**src/rtl/axil_cfg_master.sv**
```systemverilog
// axil_cfg_master: turns one-at-a-time register commands into single AXI4-Lite transactions.
// Optional per-transaction timeout abort is built in when AXIL_TIMEOUT_EN is defined.
module axil_cfg_master #(
    parameter int G_ADDR_W = 12,
    parameter int G_DATA_B = 4,
    parameter int G_DATA_W = G_DATA_B << 3
`ifdef AXIL_TIMEOUT_EN
    ,
    parameter int G_TOUT   = 1023
`endif
) (
    input  logic                i_clk,
    input  logic                i_rst,
    input  logic                i_cmd_vld,
    output logic                o_cmd_rdy,
    input  logic                i_cmd_wr,
    input  logic [G_ADDR_W-1:0] i_cmd_addr,
    input  logic [G_DATA_W-1:0] i_cmd_data,
    input  logic [G_DATA_B-1:0] i_cmd_strb,
    output logic                o_rsp_vld,
    input  logic                i_rsp_rdy,
    output logic [G_DATA_W-1:0] o_rsp_data,
    output logic [1:0]          o_rsp_resp,
    output logic                o_rsp_tout,
    output logic [G_ADDR_W-1:0] m_axil_awaddr,
    output logic [2:0]          m_axil_awprot,
    output logic                m_axil_awvalid,
    input  logic                m_axil_awready,
    output logic [G_DATA_W-1:0] m_axil_wdata,
    output logic [G_DATA_B-1:0] m_axil_wstrb,
    output logic                m_axil_wvalid,
    input  logic                m_axil_wready,
    input  logic [1:0]          m_axil_bresp,
    input  logic                m_axil_bvalid,
    output logic                m_axil_bready,
    output logic [G_ADDR_W-1:0] m_axil_araddr,
    output logic [2:0]          m_axil_arprot,
    output logic                m_axil_arvalid,
    input  logic                m_axil_arready,
    input  logic [G_DATA_W-1:0] m_axil_rdata,
    input  logic [1:0]          m_axil_rresp,
    input  logic                m_axil_rvalid,
    output logic                m_axil_rready
);

    typedef enum logic [2:0] {
        S_IDLE,
        S_WR_AW,
        S_WR_B,
        S_RD_AR,
        S_RD_R,
        S_RSP
    } state_t;

    state_t                state_q;
    logic                  cmd_rdy_q;
    logic [G_ADDR_W-1:0]   addr_q;
    logic [G_DATA_W-1:0]   data_q;
    logic [G_DATA_B-1:0]   strb_q;
    logic                  awvalid_q;
    logic                  wvalid_q;
    logic                  bready_q;
    logic                  arvalid_q;
    logic                  rready_q;
    logic                  aw_done_q;
    logic                  w_done_q;
    logic                  rsp_vld_q;
    logic [G_DATA_W-1:0]   rsp_data_q;
    logic [1:0]            rsp_resp_q;
    logic                  aw_done_d;
    logic                  w_done_d;
    logic                  accept;

    assign accept = i_cmd_vld & cmd_rdy_q;

    // AW and W complete independently; a channel counts as done from its handshake cycle on.
    always_comb begin
        aw_done_d = aw_done_q | (awvalid_q & m_axil_awready);
        w_done_d  = w_done_q  | (wvalid_q  & m_axil_wready);
    end

`ifdef AXIL_TIMEOUT_EN
    logic [15:0] tout_cnt_q;
    logic        rsp_tout_q;
    logic        busy;
    logic        tout_hit;

    assign busy     = (state_q == S_WR_AW) || (state_q == S_WR_B) ||
                      (state_q == S_RD_AR) || (state_q == S_RD_R);
    // Abort on the edge where the count would reach G_TOUT, so valids last exactly G_TOUT cycles.
    assign tout_hit = busy && ((tout_cnt_q + 16'd1) == 16'(G_TOUT));

    always_ff @(posedge i_clk) begin
        if (i_rst) begin
            tout_cnt_q <= '0;
            rsp_tout_q <= 1'b0;
        end else if (accept) begin
            tout_cnt_q <= '0;
            rsp_tout_q <= 1'b0;
        end else begin
            if (busy) begin
                tout_cnt_q <= tout_cnt_q + 16'd1;
            end
            if (tout_hit) begin
                rsp_tout_q <= 1'b1;
            end
        end
    end

    assign o_rsp_tout = rsp_tout_q;
`else
    assign o_rsp_tout = 1'b0;
`endif

    always_ff @(posedge i_clk) begin
        if (i_rst) begin
            state_q    <= S_IDLE;
            cmd_rdy_q  <= 1'b1;
            addr_q     <= '0;
            data_q     <= '0;
            strb_q     <= '0;
            awvalid_q  <= 1'b0;
            wvalid_q   <= 1'b0;
            bready_q   <= 1'b0;
            arvalid_q  <= 1'b0;
            rready_q   <= 1'b0;
            aw_done_q  <= 1'b0;
            w_done_q   <= 1'b0;
            rsp_vld_q  <= 1'b0;
            rsp_data_q <= '0;
            rsp_resp_q <= 2'b00;
        end else begin
`ifdef AXIL_TIMEOUT_EN
            if (tout_hit) begin
                awvalid_q  <= 1'b0;
                wvalid_q   <= 1'b0;
                arvalid_q  <= 1'b0;
                bready_q   <= 1'b0;
                rready_q   <= 1'b0;
                rsp_vld_q  <= 1'b1;
                rsp_data_q <= '0;
                rsp_resp_q <= 2'b10;
                state_q    <= S_RSP;
            end else
`endif
            begin
                case (state_q)
                    S_IDLE: begin
                        if (accept) begin
                            cmd_rdy_q <= 1'b0;
                            addr_q    <= i_cmd_addr;
                            data_q    <= i_cmd_data;
                            strb_q    <= i_cmd_strb;
                            aw_done_q <= 1'b0;
                            w_done_q  <= 1'b0;
                            if (i_cmd_wr) begin
                                awvalid_q <= 1'b1;
                                wvalid_q  <= 1'b1;
                                state_q   <= S_WR_AW;
                            end else begin
                                arvalid_q <= 1'b1;
                                state_q   <= S_RD_AR;
                            end
                        end
                    end
                    S_WR_AW: begin
                        aw_done_q <= aw_done_d;
                        w_done_q  <= w_done_d;
                        if (awvalid_q && m_axil_awready) begin
                            awvalid_q <= 1'b0;
                        end
                        if (wvalid_q && m_axil_wready) begin
                            wvalid_q <= 1'b0;
                        end
                        if (aw_done_d && w_done_d) begin
                            bready_q <= 1'b1;
                            state_q  <= S_WR_B;
                        end
                    end
                    S_WR_B: begin
                        if (m_axil_bvalid && bready_q) begin
                            bready_q   <= 1'b0;
                            rsp_vld_q  <= 1'b1;
                            rsp_data_q <= '0;
                            rsp_resp_q <= m_axil_bresp;
                            state_q    <= S_RSP;
                        end
                    end
                    S_RD_AR: begin
                        if (m_axil_arready) begin
                            arvalid_q <= 1'b0;
                            rready_q  <= 1'b1;
                            state_q   <= S_RD_R;
                        end
                    end
                    S_RD_R: begin
                        if (m_axil_rvalid && rready_q) begin
                            rready_q   <= 1'b0;
                            rsp_vld_q  <= 1'b1;
                            rsp_data_q <= m_axil_rdata;
                            rsp_resp_q <= m_axil_rresp;
                            state_q    <= S_RSP;
                        end
                    end
                    S_RSP: begin
                        if (i_rsp_rdy) begin
                            rsp_vld_q <= 1'b0;
                            cmd_rdy_q <= 1'b1;
                            state_q   <= S_IDLE;
                        end
                    end
                    default: begin
                        state_q <= S_IDLE;
                    end
                endcase
            end
        end
    end

    assign o_cmd_rdy      = cmd_rdy_q;
    assign o_rsp_vld      = rsp_vld_q;
    assign o_rsp_data     = rsp_data_q;
    assign o_rsp_resp     = rsp_resp_q;
    assign m_axil_awaddr  = addr_q;
    assign m_axil_awprot  = 3'b000;
    assign m_axil_awvalid = awvalid_q;
    assign m_axil_wdata   = data_q;
    assign m_axil_wstrb   = strb_q;
    assign m_axil_wvalid  = wvalid_q;
    assign m_axil_bready  = bready_q;
    assign m_axil_araddr  = addr_q;
    assign m_axil_arprot  = 3'b000;
    assign m_axil_arvalid = arvalid_q;
    assign m_axil_rready  = rready_q;

endmodule

```
**config.mk**
```make
export PLATFORM = sky130hd
export DESIGN_NAME = axil_cfg_master
export DESIGN_NICKNAME = d
export VERILOG_FILES = /design/src/rtl/axil_cfg_master.sv
export SDC_FILE = /design/constraint.sdc
export NUM_CORES = 1
export LEC_CHECK = 0
export CORE_MARGIN = 2
export CORE_UTILIZATION = 42
export DETAILED_ROUTE_END_ITERATION = 12
export GPL_TIMING_DRIVEN = 1
export PLACE_DENSITY_LB_ADDON = 0.25
export SLEW_MARGIN = 20
export SYNTH_ARGS = -nofsm -noshare
export SYNTH_HDL_FRONTEND = slang
export SYNTH_SLANG_ARGS = --single-unit
export TNS_END_PERCENT = 100
```
**constraint.sdc**
```tcl
create_clock -name i_clk -period 3.6 [get_ports i_clk]
set_input_delay 0.54 -clock i_clk [delete_from_list [all_inputs] [get_ports i_clk]]
set_output_delay 0.54 -clock i_clk [all_outputs]
set_load 0.005 [all_outputs]
```
---- Yosys cells after proc, flatten, opt, wreduce, memory -nomap -nowiden ----
Index checks and enable logic that the tools add are counted.
cells by class
  bitwise gates (word level) .............. 5
  multipliers ............................. 0
  reductions and logical operators ........ 24
  equality and inequality tests ........... 15
  div/mod/pow operators ................... 0
  shift-type cells ........................ 0
  add/sub/neg operators ................... 0
  mux-type cells .......................... 39
  magnitude comparators ................... 0
operators with widths
  cell                                           number
  2-to-1 mux 32 bit                              2
  one-hot mux 32 bit (2 select lines)            1
  != test 2 bit, second input constant           10
  2-to-1 mux 3 bit                               6
  one-hot mux 3 bit (6 select lines)             1
  2-to-1 mux 1 bit                               16
  one-hot mux 1 bit (2 select lines)             8
  AND reduction 4 bit                            4
  AND reduction 3 bit                            4
  nonzero test 2 bit                             6
  == test 3 x 2 -> 1 bit, second input constant  2
  == test 3 bit, second input constant           2
  2-to-1 mux 2 bit                               3
  AND reduction 6 bit                            1
  logical AND 1 bit                              5
  one-hot mux 2 bit (2 select lines)             1
  AND reduction 2 bit                            2
  bitwise AND 1 bit                              3
  == test 3 x 1 -> 1 bit, second input constant  1
  logical NOT 3 bit                              1
  one-hot mux 1 bit (3 select lines)             1
  nonzero test 3 bit                             1
  OR 1 bit                                       2
storage, ports and cells
  bits in latches ......................... 0
  RAM bits ................................ 0
  logic and storage cells ................. 98
  flip-flop bits (word level) ............. 94
  memories ................................ 0
  memory bits (read-only) ................. 0

---- Logic depth before layout (Yosys ltp) ----
Gate-level depths: netlist of the first run.
  depth in word-level cells ............... 5
  gate-level depth with buffers ........... 6
  depth with buffers taken out ............ 4

---- Worst setup path before layout of the first run ----
Ideal clock, no wire load.
  kind .................................... in2reg
  start point ............................. input i_cmd_vld
  end point ............................... register aw_done_q
  stages on the path ...................... 6
  data required time ...................... 3.472 ns
  data arrival time ....................... 1.465 ns
  slack ................................... 2.007 ns
  cell sequence ........................... nand2_1 -> or4_4 -> buf_6 -> buf_6 -> a32oi_1 -> nor2_1
on the way
  longest elaborated chain between the ends .. 3
RTL lines
  item                                  line  source
  from (decl)                           14    input logic i_cmd_vld,
  bitwise AND 1 bit                     74    assign accept = i_cmd_vld & cmd_rdy_q;
  != test 2 bit (no source line)        n/a
  AND reduction 2 bit (no source line)  n/a
  to (signal assigned)                  167   aw_done_q <= aw_done_d;
  to (decl)                             65    logic aw_done_q;
No other way between the ends.
A chain may end at the register's enable or synchronous reset.

---- Worst setup path after layout of the first run ----
  start point ............................. register state_q[2]
  end point ............................... register rsp_resp_q[0], in the netlist o_rsp_resp[0]
on the way
  longest elaborated chain between the ends .. 3
  elaborated cells between the ends (all ways) .. 7
RTL lines
  item                                                                  line  source
  from (decl)                                                           55    state_t state_q;
  from (signal assigned)                                                117   state_q <= S_IDLE;
  from (signal assigned)                                                159   state_q <= S_WR_AW;
  from (signal assigned)                                                162   state_q <= S_RD_AR;
  == test 3 bit or == test 3 x 2 -> 1 bit (tied branches)               147   case (state_q)
  != test 2 bit (no source line) or nonzero test 2 bit (tied branches)  n/a
  AND reduction 3 bit (no source line)                                  n/a
  to (signal assigned)                                                  185   rsp_resp_q <= m_axil_bresp;
  to (signal assigned)                                                  201   rsp_resp_q <= m_axil_rresp;
  to (decl)                                                             69    logic [1:0] rsp_resp_q;
Several ways; a longest one is shown, not always the timed one.

==> results of run 1 <==
state kept, by name (all words and copies together), names as in the netlist:
name            cells
m_axil_wvalid       1
m_axil_araddr      12
state_q             3
m_axil_wstrb        4
m_axil_awvalid      1
aw_done_q           1
o_cmd_rdy           1
o_rsp_vld           1
m_axil_rready       1
m_axil_arvalid      1
w_done_q            1
o_rsp_resp          2
o_rsp_data         32
m_axil_bready       1
m_axil_wdata       32
cell usage in the layout, fill, tap and decap left out, types with 2 or more instances in the layout:
cell type,netlist,routed
sky130_fd_sc_hd__nand2_1,108,108
sky130_fd_sc_hd__a31oi_1,2,2
sky130_fd_sc_hd__mux2_2,3,3
sky130_fd_sc_hd__clkdlybuf4s50_1,0,193
sky130_fd_sc_hd__and4b_1,2,2
sky130_fd_sc_hd__nor2_1,40,40
sky130_fd_sc_hd__dfxtp_1,94,94
sky130_fd_sc_hd__nor3_1,2,2
sky130_fd_sc_hd__buf_4,20,4
sky130_fd_sc_hd__a21oi_1,57,57
sky130_fd_sc_hd__a22oi_1,32,32
sky130_fd_sc_hd__a211o_1,2,2
sky130_fd_sc_hd__nand2b_1,3,3
sky130_fd_sc_hd__bufinv_16,0,2
sky130_fd_sc_hd__o21ai_0,3,3
sky130_fd_sc_hd__inv_1,4,4
sky130_fd_sc_hd__mux2i_1,3,3
sky130_fd_sc_hd__a32oi_1,2,2
sky130_fd_sc_hd__nand3_1,2,2
sky130_fd_sc_hd__clkbuf_8,0,10
sky130_fd_sc_hd__conb_1,1,7
metal layers:
metal | up-vias | global-route usage | routed length (um)
li1 | 1740 | - | -
met5 | - | 0 | 0
met3 | 14 | 0.0727 | 949
met2 | 157 | 0.341 | 4720
met4 | 0 | 0.0791 | 188
met1 | 1588 | 0.242 | 4190
layout make-up:
class                      count  area (um^2)
tap                          108          135
multi-input combinational    285         1460
clock inverter                 5         81.3
inverter                       4         15.0
timing repair buffer         198         1970
clock buffer                  11          141
sequential                    94         1880
fill                         737         2910
critical path: stages (launching register included):
cell and delay (ns):
sky130_fd_sc_hd__dfxtp_1 0.72, sky130_fd_sc_hd__and4b_1 0.30, sky130_fd_sc_hd__o21ai_4 0.73, sky130_fd_sc_hd__mux2i_1 0.27, sky130_fd_sc_hd__nor2_1 0.05
stage by stage:
step / cells / total power (W) / util
6_report: 705 / 0.00289 / 0.662
3_5_place_dp: 689 / 0.00215 / 0.636
5_1_grt: 705 / 0.00306 / 0.662
3_3_place_gp: 689 / 0.00212 / 0.636
4_1_cts: 705 / 0.00292 / 0.662
2_1_floorplan: 434 / 0.00177 / -
report_power, final:
part / internal (W) / leakage [nW] / switching, W
logic: 0.000449 / 1.18 / 0.000381
clock network: 0.000412 / 0.110 / 0.000359
registers: 0.00116 / 0.764 / 0.000127
total: 0.00202 / 2.06 / 0.000867
final timing paths:
path                     endpoint  slack, ns  cells past startpoint
setup reg to reg    o_rsp_resp[0]       1.40                      4
hold reg to reg   m_axil_wdata[1]       0.45                      2
setup / recovery    o_rsp_resp[0]       1.40                      4
hold / removal    m_axil_wdata[1]       0.45                      2
cells in the mapped netlist (all sizes together):
master   instances  area, um^2
a2111oi          1        8.76
a211o            2        17.5
a211oi           1        7.51
a21o             1        7.51
a21oi           57         285
a22oi           32         240
a311oi           1        8.76
a31oi            2        12.5
a32oi            2        17.5
and2b            1        7.51
and4b            2        20.0
buf             37         279
clkbuf          14        52.6
conb             1        3.75
dfxtp           94        1880
inv              4        15.0
mux2             3        33.8
mux2i            3        30.0
nand2          108         405
nand2b           3        18.8
nand3            2        10.0
nand3b           1        7.51
nand4            1        6.26
nor2            40         150
nor3             3        20.0
nor3b            2        20.0
nor4             2        27.5
o2111ai          1        8.76
o21a             1        7.51
o21ai            4        31.3
o32a             1        10.0
or4              1        11.3
logic make-up after synthesis:
logic type | share of synthesized area
other cells | 0.00102
compound gates | 0.181
flops | 0.514
buf+inv | 0.0946
mux | 0.0174
simple gates | 0.192
==> metrics.md, run 1 <==
| Metric | Value |
|---|---|
| Net count, final | 686 |
| Starting utilization of the core area | 0.426 |
| Post-cts resize count | 0 |
| Worst Hold Class | register to register |
| Startpoint of the tightest hold check path | m_axil_wdata[1] |
| Worst slack at placement | 1.17 ns |
| Largest buffer count on any clock path | 2 |
| Antenna Diode Count | 0 |
| PwrDens | 508 nW/um^2 |
| Combined area of all synthesized cells | 3660 um^2 |
| Largest net degree at the start of global routing | 51 |
| Weighted congestion at the end of routability-driven global placement | 0.804 |
| Category of the critical setup timing path | register to register |
| Die Outline Area | 9490 um^2 |
| Clk_lat worst skew | 0.35 ns |
| Vias per Instance | 4.96 |
| Buffers added on ports | 194 |
| Final Worst Setup Slack | 1.40 ns |
| Share of final-layout standard cells stronger than drive strength 1 | 0.0469 |
| Maximum frequency from static timing analysis | 0.454 GHz |
| Count of buffers added by post-CTS timing repair for setup | 0 |
| Setup crit start kind | register |
| Vias post-DR | 3499 |
| Clock-pin slew on the worst setup and hold paths | 0.08 ns |
| Number of buffers inserted during clock tree synthesis | 9 |
| Maximum ir drop on the vdd rail | 0.207 mV |
| Placeable core area | 8590 um^2 |
| Detailed-route wire length per cell | 14.3 um |
| DRT Pass-1 Iters | 5 |
| Die width | 97.4 um |
| Critical path endpoint category | register |
| Count of maximum capacitance violations | 0 |
| Detailed-route wire length | 10000 um |
| Initial antenna violation count | 0 |
| GRT Util Overall | 0.205 |
| Final clock skew | 0.00955 ns |
| Wire length of the first global-routing pass | 15800 um |
| CTS Root Buffer Type | sky130_fd_sc_hd__clkbuf_8 |
| Yosys synthesis warning count | 0 |
| Gate count of the mapped netlist | 428 |
| Worst-path fanout max | 35 |
| Worst-Margin Slew | 0.915 ns |
| Pins Over Slew Limit | 0 |
| Final Hold Vio Count | 0 |
| Total overflow reported by the global router | 0 |
| Hold bufs inserted after CTS | 0 |
| Worst r2r src | state_q[2] |
| Max transition margin | 0.387 |
| Total Negative Setup Slacks | 0 ns |
| Antenna Violating Nets Remaining | 0 |
| Number of library cell types mapped by synthesis | 38 |
| Post-synthesis average cell area | 8.56 um^2 |
| Final hold slack | 0.454 ns |
| Area growth from synthesis to final layout | 55.2% |
| Shortest clock period the worst path allows after layout | 2.20 ns |
| Crit path launch | state_q[2] |
| Number of top-level design ports | 202 |
| Depth of the CTS H-tree | 3 |
| Post-route cell area | 5690 um^2 |
| Final HPWL DP | 7020 um |
| Tcrit/Tclk final | 0.611 |
| Seq cells post-synth | 94 |
| Worst path arrival time | 2.43 ns |
| Die Y-Extent | 97.4 um |
| Via count of the first global-routing pass | 3288 |
| TritonCTS Sinks | 94 |
| Placement Cell Area | 5460 um^2 |
| Setup violations, final | 0 |
| Sequential cell area fraction in the yosys report | 0.514 |
| TritonCTS clock tree | built |
| DRC marker count from the first detailed-route iteration | 105 |
| Required time at the endpoint of the critical path | 3.83 ns |
| RSZ-0062 raised after global routing | no |
| Leakage component of the power | 2.06 nW |
| Number of cell rows | 34 |
| Outcome | complete, no violations |
| Number of DRC violations after detailed routing | 0 |
No activity file was read; power rests on OpenSTA's default activity.
==> run 2, diff against run 1 <==
- CORE_UTILIZATION: 42 -> 39
- clock period: 3.6 -> 2.2 ns (I/O delays scaled with it)
==> metrics.md, run 2 (synthesized netlist as in run 1, its figures left out) <==
| Metric | Value |
|---|---|
| Outcome | complete, no violations |
| Number of top-level design ports | 202 (unchanged) |
| Total Negative Setup Slacks | 0 ns (unchanged) |
| GRT Util Overall | 0.196 (-0.00901) |
| TritonCTS Sinks | 94 (unchanged) |
| Hold bufs inserted after CTS | 0 (unchanged) |
| Die Outline Area | 10200 um^2 (+7.4%) |
| Starting utilization of the core area | 0.398 (-0.0280) |
| DRC marker count from the first detailed-route iteration | 136 (+30%) |
| Setup crit start kind | register |
| Final HPWL DP | 7230 um (+2.9%) |
| RSZ-0062 raised after global routing | no |
| Tcrit/Tclk final | 0.811 (+0.199) |
| Worst r2r src | state_q[2] |
| Worst-Margin Slew | 0.632 ns (-0.284 ns) |
| Vias post-DR | 3523 (+0.69%) |
| Via count of the first global-routing pass | 3357 (+2.1%) |
| Setup violations, final | 0 (unchanged) |
| Clock-pin slew on the worst setup and hold paths | 0.09 ns (about the same) |
| Count of buffers added by post-CTS timing repair for setup | 0 (unchanged) |
| Antenna Diode Count | 0 (unchanged) |
| Count of maximum capacitance violations | 0 (unchanged) |
| Largest buffer count on any clock path | 2 (unchanged) |
| Placeable core area | 9200 um^2 (+7.0%) |
| Buffers added on ports | 194 (unchanged) |
| Number of fill cells | 782 (+6.1%) |
| TritonCTS clock tree | built |
| Depth of the CTS H-tree | 3 (unchanged) |
| Worst path arrival time | 2.07 ns (-0.36 ns) |
| Weighted congestion at the end of routability-driven global placement | 0.792 (-1.5%) |
| Required time at the endpoint of the critical path | 2.49 ns (-1.34 ns) |
| Number of buffers inserted during clock tree synthesis | 9 (unchanged) |
| Crit path launch | state_q[2] |
| Initial antenna violation count | 0 (unchanged) |
| Critical path endpoint category | register |
| Combined area of the multi-input logic cells | 1460 um^2 (unchanged) |
| Register-to-register setup slack | 0.42 ns (-0.98 ns) |
| Vias per Instance | 4.94 (-0.44%) |
| Worst-path fanout max | 33 (-5.7%) |
| Area growth from synthesis to final layout | 56.5% |
| Combined flip-flop and latch cell area | 1880 um^2 (unchanged) |
| Placement Cell Area | 5540 um^2 (+1.4%) |
| Number of cell rows | 35 (+2.9%) |
| Clk_lat worst skew | 0.35 ns (about the same) |
| Antenna Violating Nets Remaining | 0 (unchanged) |
| Worst Hold Class | primary input to register |
| Critical path endpoint | o_rsp_data[1] |
| Most frequent standard cell in the layout excluding fill and tap cells | sky130_fd_sc_hd__clkdlybuf4s50_1 |
| Shortest clock period the worst path allows after layout | 1.78 ns (-0.418 ns) |
| Post-cts resize count | 0 (unchanged) |
| Leakage component of the power | 2.08 nW (+0.88%) |
| Maximum frequency from static timing analysis | 0.561 GHz (+23%) |
| Final clock skew | 0.0133 ns (+0.00375 ns) |
| DRT Pass-1 Iters | 4 (-1) |
| Total overflow reported by the global router | 0 (unchanged) |
| Largest net degree at the start of global routing | 68 (+33%) |
| Post-route cell area | 5730 um^2 (+0.81%) |
| Die width | 101 um (+3.6%) |
| Detailed-route wire length | 10200 um (+1.5%) |
| Share of final-layout standard cells stronger than drive strength 1 | 0.0532 (+0.00625) |
| Maximum ir drop on the vdd rail | 0.348 mV (+68%) |
| Wire length of the first global-routing pass | 16000 um (+1.2%) |
| Detailed-route wire length per cell | 14.3 um (+0.35%) |
| Number of DRC violations after detailed routing | 0 (unchanged) |
| Commonest cells after routing, fill and taps aside | 193 x sky130_fd_sc_hd__clkdlybuf4s50_1, 108 x sky130_fd_sc_hd__nand2_1, 94 x sky130_fd_sc_hd__dfxtp_1 |
| Net count, final | 691 (+0.73%) |
| Reg2reg path depth | 5 (+1) |
| Die Y-Extent | 101 um (+3.6%) |
| PwrDens | 813 nW/um^2 (+60%) |
| Max transition margin | 0.578 (+0.191) |
| Destination of the worst register-to-register timing path | o_rsp_data[1] |
| Category of the critical setup timing path | register to register |
| Pins Over Slew Limit | 0 (unchanged) |
| Final Hold Vio Count | 0 (unchanged) |
| CTS Root Buffer Type | sky130_fd_sc_hd__clkbuf_8 |
[run 2: area by class of cell]
type,count,share of cell area
Tap cell,111,0.0242
Multi-Input combinational cell,285,0.255
Sequential cell,94,0.328
Clock inverter,5,0.0103
Clock buffer,11,0.0229
Inverter,4,0.00262
Timing Repair Buffer,203,0.356
[run 2: how the worst min path moves through the flow]
stage                     startpoint               end  slack, ns  cells past startpoint
floorplan             m_axil_arready    m_axil_arvalid       0.45                      1
global placement    m_axil_wdata[27]  m_axil_wdata[27]       0.44                      2
detailed placement  m_axil_wdata[16]  m_axil_wdata[16]       0.45                      2
CTS                            i_rst     o_rsp_resp[1]       0.29                      2
global route                   i_rst     o_rsp_resp[1]       0.30                      2
finish                         i_rst     o_rsp_resp[1]       0.31                      2
[run 2: layer usage]
| layer | vias up | global-route usage | wire (um) |
|---|---|---|---|
| met1 | 1623 | 0.230 | 4050 |
| met4 | 0 | 0.0520 | 54 |
| met5 | - | 0 | 0 |
| li1 | 1749 | - | - |
| met3 | 6 | 0.0798 | 1070 |
| met2 | 145 | 0.331 | 5030 |
[run 2: through the flow]
step            util  hold slack, ns  total power [W]  setup slack, ns  cells
3_3_place_gp   0.603           0.441          0.00355            0.252    697
3_5_place_dp   0.603           0.446          0.00359            0.192    697
6_report       0.623           0.310          0.00466            0.417    713
2_1_floorplan      -           0.446          0.00290            0.693    434
4_1_cts        0.623           0.289          0.00471            0.400    713
5_1_grt        0.623           0.305          0.00496            0.226    713
[run 2: worst max-delay path, stage by stage, from the launching register on]
cell and delay [ns]:
sky130_fd_sc_hd__dfxtp_1 0.72, sky130_fd_sc_hd__nand2b_1 0.22, sky130_fd_sc_hd__nor3_4 0.16, sky130_fd_sc_hd__buf_4 0.35, sky130_fd_sc_hd__a22oi_1 0.15, sky130_fd_sc_hd__nor2_1 0.11
[run 2: power by group]
part           switching [W]  leakage, nW  internal (W)
logic               0.000660         1.22      0.000797
registers           0.000189        0.764       0.00190
clock network       0.000590       0.0899      0.000529
total                0.00144         2.08       0.00322
==> run 3, diff against run 2 <==
- clock period: 2.2 -> 1.7 ns (I/O delays scaled with it)
==> metrics.md, run 3 (synthesized netlist as in run 1, its figures left out) <==
| Metric | Value |
|---|---|
| Vias post-DR | 3603 (+2.3%) |
| TritonCTS clock tree | built |
| Weighted congestion at the end of routability-driven global placement | 0.844 (+6.6%) |
| Total Negative Setup Slacks | 0 ns (unchanged) |
| Pins Over Slew Limit | 0 (unchanged) |
| Required time at the endpoint of the critical path | 1.98 ns (-0.51 ns) |
| Net count, final | 703 (+1.7%) |
| Ordered list of cells on the worst path | clkdlybuf4s50_1 > nand2_1 > buf_4 > nor4_4 > buf_4 > clkbuf_16 > nand2_1 > a21oi_1 |
| Final HPWL DP | 7360 um (+1.8%) |
| DRC marker count from the first detailed-route iteration | 110 (-19%) |
| Die Outline Area | 10200 um^2 (unchanged) |
| Most frequent standard cell in the layout excluding fill and tap cells | sky130_fd_sc_hd__clkdlybuf4s50_1 |
| Buffers added on ports | 194 (unchanged) |
| Die Y-Extent | 101 um (unchanged) |
| Largest net degree at the start of global routing | 75 (+10%) |
| Clk_lat worst skew | 0.34 ns (about the same) |
| Number of buffers inserted during clock tree synthesis | 9 (unchanged) |
| Hold bufs inserted after CTS | 0 (unchanged) |
| RSZ-0062 raised after global routing | no |
| Category of the critical setup timing path | primary input to register |
| Final Hold Vio Count | 0 (unchanged) |
| Outcome | complete, no violations |
| Slowest Stage Delay on Critical Path | 0.51 ns (-0.21 ns) |
| Total overflow reported by the global router | 0 (unchanged) |
| CTS Root Buffer Type | sky130_fd_sc_hd__clkbuf_8 |
| Detailed-route wire length per cell | 14.3 um (about the same) |
| TritonCTS Sinks | 94 (unchanged) |
| Number of DRC violations after detailed routing | 0 (unchanged) |
| Vias per Instance | 4.98 (+0.72%) |
| Worst-path fanout max | 24 (-27%) |
| Number of cell rows | 35 (unchanged) |
| Die width | 101 um (unchanged) |
| Maximum ir drop on the vdd rail | 0.483 mV (+39%) |
| Setup crit start kind | primary input |
| Critical path endpoint category | register |
| Commonest cells after routing, fill and taps aside | 193 x sky130_fd_sc_hd__clkdlybuf4s50_1, 108 x sky130_fd_sc_hd__nand2_1, 94 x sky130_fd_sc_hd__dfxtp_1 |
| Critical-path top delay cell | sky130_fd_sc_hd__clkdlybuf4s50_1 |
| Tcrit/Tclk final | 0.917 |
| Reg2reg path depth | 5 (unchanged) |
| Wire length of the first global-routing pass | 16000 um (-0.26%) |
| Initial antenna violation count | 0 (unchanged) |
| Antenna Violating Nets Remaining | 0 (unchanged) |
| Largest buffer count on any clock path | 2 (unchanged) |
| Area growth from synthesis to final layout | 61.1% |
| Clock-pin slew on the worst setup and hold paths | 0.09 ns (about the same) |
| Detailed-route wire length | 10400 um (+1.6%) |
| Leakage component of the power | 2.17 nW (+4.3%) |
| Starting utilization of the core area | 0.398 (unchanged) |
| Register-to-register setup slack | 0.14 ns (-0.28 ns) |
| Maximum frequency from static timing analysis | 0.642 GHz |
| Final hold slack | 0.398 ns (+0.0883 ns) |
| Shortest clock period the worst path allows after layout | 1.56 ns |
| Share of final-layout standard cells stronger than drive strength 1 | 0.0750 (+0.0219) |
| Worst slack at placement | -0.117 ns (-0.309 ns) |
| PwrDens | 1090 nW/um^2 (+33%) |
| Number of cells on the worst hold path | 3 (+1) |
| GRT Util Overall | 0.193 (-0.00265) |
| WP depth | 8 (+3) |
| DRT Pass-1 Iters | 4 (unchanged) |
| Count of maximum capacitance violations | 0 (unchanged) |
| Kind of cell with the highest combined delay on the critical path | buffers and inverters |
| Worst path arrival time | 1.84 ns (-0.23 ns) |
| Number of top-level design ports | 202 (unchanged) |
| Setup violations, final | 0 (unchanged) |
| Placeable core area | 9200 um^2 (unchanged) |
| Buf+Inv Stages, Crit Path | 4 (+3) |
| Final Worst Setup Slack | 0.142 ns (-0.275 ns) |
| Final clock skew | 0.00956 ns (-0.00374 ns) |
| Antenna Diode Count | 0 (unchanged) |
| Depth of the CTS H-tree | 3 (unchanged) |
| Via count of the first global-routing pass | 3483 (+3.8%) |
| Worst Hold Class | primary input to register |
==> run 3: cell count changes in the layout (fill, tap and decap cells not counted) <==
cell	before	now
sky130_fd_sc_hd__clkbuf_8	9	10
sky130_fd_sc_hd__clkinv_4	0	1
sky130_fd_sc_hd__inv_6	1	0
sky130_fd_sc_hd__clkbuf_16	0	1
sky130_fd_sc_hd__buf_12	3	5
sky130_fd_sc_hd__clkinv_2	1	0
sky130_fd_sc_hd__nor3b_2	1	2
sky130_fd_sc_hd__buf_4	6	15
sky130_fd_sc_hd__clkbuf_1	2	0
sky130_fd_sc_hd__bufinv_16	1	2
sky130_fd_sc_hd__nor3b_1	1	0
==> run 3: where the power goes <==
part           leakage [nW]  switching (W)  internal, W
Sequential            0.764       0.000186      0.00245
Clock                 0.105       0.000753     0.000863
Combinational          1.30       0.000961      0.00119
==> run 3: area by class of cell <==
class                           count  area [um^2]
Fill cell                         770         3300
Timing Repair Buffer              215         2170
Sequential cell                    94         1880
Multi-Input combinational cell    285         1470
Tap cell                          111          139
Clock buffer                       10          138
Clock inverter                      5         83.8
Inverter                            4         15.0
==> run 3: worst reg2reg max path: cells and delay by family, from the launching register on <==
family / cells / cell delay, ns
AO/OA/AOI/OAI: 1 / 0.17
AND/OR/NAND/NOR: 2 / 0.21
multiplexers: 1 / 0.34
buffers and inverters: 1 / 0.26
flip-flops: 1 / 0.47
==> run 3: worst paths after layout <==
check | from | to
min | i_rst | m_axil_wdata[11]
max | i_cmd_vld | m_axil_araddr[6]
max reg2reg | state_q[0] | state_q[1]
min reg2reg | m_axil_wdata[30] | m_axil_wdata[30]
==> run 3: metal layers <==
| metal | up-vias | GRT usage | part of all wire |
|---|---|---|---|
| li1 | 1777 | - | - |
| met1 | 1659 | 0.230 | 0.41 |
| met2 | 149 | 0.328 | 0.48 |
| met3 | 18 | 0.0589 | 0.082 |
| met4 | 0 | 0.0707 | 0.021 |
| met5 | - | 0 | 0 |
==> run 3: per-stage QoR <==
stage / total power (W) / cell area, um^2 / instances / util
after floorplan: 0.00375 / 3690 / 434 / -
after global placement: 0.00470 / 5640 / 707 / 0.613
after detailed placement: 0.00476 / 5640 / 707 / 0.613
after CTS: 0.00638 / 5860 / 722 / 0.638
after global routing: 0.00680 / 5900 / 724 / 0.642
final: 0.00640 / 5900 / 724 / 0.642
==> run 3: what timing repair did <==
item,CTS,global route
resized for setup,0,1
endpoints found under the setup margin,0,3
buffers inserted,0,1
